<file path="src/rtl/mlp_controller.sv">
// Purpose: sequences three hidden-layer passes and one output-layer pass per inference for the MLP datapath.
// Latency: done pulses 4*(settle_cycles+1)+1 cycles after the cycle in which start is sampled.
// Backpressure: start is sampled only in IDLE; a start seen while busy is dropped, not queued.
module mlp_controller #(
  parameter int input_size                 = 10,
  parameter int size_of_hidden_layer       = 30,  // must be 3*input_size: curr_layer encodes 3 hidden groups + output
  parameter int clog2_size_of_output_layer = 4,
  parameter int settle_cycles              = 1
) (
  input  logic                                  clk,
  input  logic                                  rst,
  input  logic                                  start,
  input  logic [clog2_size_of_output_layer-1:0] label_in,
  output logic [1:0]                            curr_layer,
  output logic [size_of_hidden_layer-1:0]       ld_en,
  output logic                                  busy,
  output logic                                  done,
  output logic [clog2_size_of_output_layer-1:0] label_out,
  output logic                                  label_valid
);

  // Settle counter must hold 0..settle_cycles; keep at least one bit when settle_cycles is 0.
  localparam int CW = (settle_cycles < 1) ? 1 : $clog2(settle_cycles + 1);
  localparam logic [CW-1:0] C_LAST = CW'(settle_cycles);
  localparam logic [size_of_hidden_layer-1:0] GRP0 =
    {{(size_of_hidden_layer-input_size){1'b0}}, {input_size{1'b1}}};
  localparam logic [1:0] P_OUT = 2'd3;

  typedef enum logic [1:0] {S_IDLE, S_PASS, S_DONE} state_t;

  state_t                                r_state, w_state_nxt;
  logic [1:0]                            r_p, w_p_nxt;
  logic [CW-1:0]                         r_c, w_c_nxt;
  logic [clog2_size_of_output_layer-1:0] r_label, w_label_nxt;
  logic                                  r_valid, w_valid_nxt;
  logic                                  w_action;

  // The last cycle of each pass is where the group load or label capture happens.
  assign w_action = (r_state == S_PASS) && (r_c == C_LAST);

  // State and result registers; reset aborts any inference in flight.
  always_ff @(posedge clk or negedge rst) begin
    if (!rst) begin
      r_state <= S_IDLE;
      r_p     <= 2'd0;
      r_c     <= '0;
      r_label <= '0;
      r_valid <= 1'b0;
    end else begin
      r_state <= w_state_nxt;
      r_p     <= w_p_nxt;
      r_c     <= w_c_nxt;
      r_label <= w_label_nxt;
      r_valid <= w_valid_nxt;
    end
  end

  // Next-state logic: walk passes 0..3, capture label at the end of the output pass.
  always_comb begin
    w_state_nxt = r_state;
    w_p_nxt     = r_p;
    w_c_nxt     = r_c;
    w_label_nxt = r_label;
    w_valid_nxt = r_valid;
    case (r_state)
      S_IDLE: begin
        if (start) begin
          w_state_nxt = S_PASS;
          w_p_nxt     = 2'd0;
          w_c_nxt     = '0;
          w_valid_nxt = 1'b0;
        end
      end
      S_PASS: begin
        if (!w_action) begin
          w_c_nxt = r_c + CW'(1);
        end else if (r_p != P_OUT) begin
          w_p_nxt = r_p + 2'd1;
          w_c_nxt = '0;
        end else begin
          w_label_nxt = label_in;
          w_valid_nxt = 1'b1;
          w_state_nxt = S_DONE;
        end
      end
      S_DONE: begin
        w_state_nxt = S_IDLE;
      end
      default: begin
        w_state_nxt = S_IDLE;
      end
    endcase
  end

  // Output decode from registered state only; label_in never reaches an output combinationally.
  always_comb begin
    curr_layer = 2'd0;
    ld_en      = '0;
    case (r_state)
      S_PASS:  curr_layer = r_p;
      S_DONE:  curr_layer = P_OUT;
      default: curr_layer = 2'd0;
    endcase
    if (w_action) begin
      case (r_p)
        2'd0:    ld_en = GRP0;
        2'd1:    ld_en = GRP0 << input_size;
        2'd2:    ld_en = GRP0 << (2 * input_size);
        default: ld_en = '0;
      endcase
    end
  end

  assign busy        = (r_state != S_IDLE);
  assign done        = (r_state == S_DONE);
  assign label_out   = r_label;
  assign label_valid = r_valid;

endmodule

</file>
<file path="config.mk">
export PLATFORM = sky130hd
export DESIGN_NAME = mlp_controller
export DESIGN_NICKNAME = d
export VERILOG_FILES = /design/src/rtl/mlp_controller.sv
export SDC_FILE = /design/constraint.sdc
export NUM_CORES = 1
export LEC_CHECK = 0
export ABC_AREA = 1
export BUFFER_PORTS_ARGS = -buffer_cell sky130_fd_sc_hd__buf_2
export CORE_UTILIZATION = 35
export DETAILED_ROUTE_END_ITERATION = 7
export SLEW_MARGIN = 20
export SYNTH_ARGS = -nofsm -noshare
export SYNTH_HDL_FRONTEND = slang
export SYNTH_SLANG_ARGS = --single-unit
</file>
<file path="constraint.sdc">
create_clock -name clk -period 3.25 [get_ports clk]
set_input_delay 0.4875 -clock clk [delete_from_list [all_inputs] [get_ports clk]]
set_output_delay 0.4875 -clock clk [all_outputs]
set_load 0.02 [all_outputs]
</file>
==> reports/qor.csv <==
metric,value,unit
"Clk Latency, worst-skew pair",0.25,ns
synthesized net count,129,
initial antenna violation count,0,
initial drt markers,10,
post-synth top area share,27.9,%
Pins Over Slew Limit,0,
via count,675,
Core ar.,0.00232,mm2
"area leader, netlist",dfrtp_1,
Metal-1 WL,603,um
Post-CTS Setup Inserts,0,
register area share after synthesis,27.9,%
most instantiated cells after synthesis,"30 x nand2_1, 27 x buf_4, 13 x inv_1",
RD Place Congestion,0.793,
"Hold Vio Cnt, Final",0,
Synth Cell Area,896,um2
H-tree lvl count,1,
met2 WL,732,um
Synth Instances,113,
Clock Path Buffers,2,
Bufs and invs on worst path,2,
share of cells above drive strength 1,42.9,%
crit start category,flip-flop,
Crit path required time,2.76,ns
"Slowest-stage cell, CP",ha_1,
number of distinct library cells after synthesis,18,
layout net count,151,
Top Ports,46,
wire length on met3,88,um
Lkg Pwr,0.598,nW
post-CTS sizing,0,
Site Rows,17,
Max Fclk,412,MHz
crit path time final,2.42,ns
Clk Tree Root Cell,clkbuf_4,
CP max stage delay,0.46,ns
Worst Clk Skew,0.00266,ns
Starting Density,38.6,%
Worst setup EP type,output pin,
Max-Slew Margin vs Limit,69.4,%
RSZ-0062 raised after global routing,no,
Worst Tran Pin Value,0.459,ns
most common cell in the netlist,nand2_1,
"Core Util, Final",41.6,%
antenna-violating nets left,0,
# Max-Cap Violations,0,
DP Wirelength,1220,um
critical path peak fanout,10,
syn_area_per_cell,7.93,um2
Die Y,52.6,um
HP Class,in -> async,
Port Buf Inserts,45,
CTS Hold Buffers Added,0,
"CP delay by family, top",simple AND/OR/NAND/NOR gates,
area grow syn2layout,7.68,%
global route overflow,0,
cts bufs inserted,3,
first-pass GRT wire length,2220,um
Highest Signal Layer,met4,
final worst-path cycle share,74.6,%
Total GRT Usage,11.2,%
n_diodes,0,
status,"finished, final reports clean",
Die Area,0.00277,mm2
DRT Pass-1 Iters,4,
DRC viols,0,
Crit Path Category,reg -> out,
Synth Flop Type,dfrtp_1,
number of synthesized flops with an enable pin,0,
asr flop ratio synth,100,%
clock-pin slew on the worst setup and hold paths,0.06,ns
final setup vio count,0,
largest net degree at the start of global routing,11,
Yosys reg bits,10,
CTS tree,built,
peak supply drop,0.460,mV
most area-consuming cells after synthesis,"dfrtp_1 28%, buf_4 23%, ha_1 13%",
die span in x,52.6,um
vias in the first global route,533,
Total Neg Setup Slack,0,ns
YS warnings,0,
power per standard cell area,833,mW/mm2
CTS Sinks,10,
DR WL/cell,8.90,um
Critical Path AT,1.94,ns
CP cell instances,inv_1 > ha_1 > nand2_4 > nor2_1 > buf_2,
Routed WL,1430,um
routed vias/inst,4.19,
==> state kept, by name, indices dropped and copies added (netlist names) <==
signal	cells
r_state	2
r_c	1
label_valid	1
r_p	2
label_out	4
==> through the flow <==
stage	instances	total power, mW	area, um2	hold slack [ns]	worst slack [ns]
after floorplan	113	0.677	896	0.192	1.08
after global placement	158	0.724	942	0.356	1.16
after detailed placement	158	0.733	942	0.356	1.07
after CTS	161	0.815	965	0.0744	0.780
after global routing	161	0.886	965	0.0792	0.585
final	161	0.803	965	0.0833	0.825
==> cells in the final DEF (no fill, tap or decap) <==
cell and n:
inv_2 2, ha_1 9, a21o_1 1, nand3b_1 1, nand2_4 1, o21ai_4 1, o21ai_0 1, nor2_4 4
nand2_2 1, buf_2 45, a21oi_1 2, inv_1 13, nand2_1 30, nor2_1 4, nand3_1 4, clkbuf_4 3
dfrtp_1 10, and2_1 1
==> metal layers <==
layer	track usage (%)	vias up
li1	-	351
met1	12.7	295
met2	18.8	27
met3	4.35	2
met4	3.95	0
met5	0	-
==> final cells by class <==
| class | instances | area [um2] |
|---|---|---|
| tap | 28 | 35.0 |
| timing repair buffer | 45 | 225 |
| multi-input combinational | 60 | 375 |
| inverter | 15 | 56.3 |
| fill | 237 | 1350 |
| sequential | 10 | 250 |
| clock buffer | 3 | 22.5 |
==> final timing paths <==
| kind | cells past startpoint | slack (ns) | startpoint | endpoint |
|---|---|---|---|---|
| hold / removal | 1 | 0.08 | rst | r_state[0] |
| hold reg to reg | 2 | 0.47 | label_out[1] | label_out[1] |
| setup reg to reg | 7 | 1.69 | r_state[1] | label_out[3] |
| max in group asynchronous | 1 | 2.98 | rst | r_c |
| min in group clk | 3 | 0.44 | label_in[0] | label_out[0] |
| setup / recovery | 5 | 0.83 | r_state[1] | ld_en[23] |
==> cell families (layout without fill, tap and decap cells) <==
| group | after synthesis | count (layout) | share of synthesized area [%] |
|---|---|---|---|
| and+or+nand+nor | 46 | 46 | 25.0 |
| DFF | 10 | 10 | 27.9 |
| AOI/OAI and AO/OA | 5 | 5 | 4.33 |
| buffers and inverters | 43 | 63 | 30.2 |
| adders and majority gates | 9 | 9 | 12.6 |
==> report_power, final <==
group | internal [mW] | switching [mW] | leakage (nW)
Clock | 0.0423 | 0.0347 | 0.0138
Combinational | 0.177 | 0.351 | 0.470
Sequential | 0.162 | 0.0357 | 0.114
==> worst reg2reg max path, stage by stage, from the launching register on <==
cell and delay [ns]:
dfrtp_1 0.39, inv_1 0.12, ha_1 0.46, nand2_4 0.12
nor2_4 0.18, inv_2 0.08, nand2_1 0.06, nand2_1 0.04
Note: power is estimated with default switching activity, not from simulation.
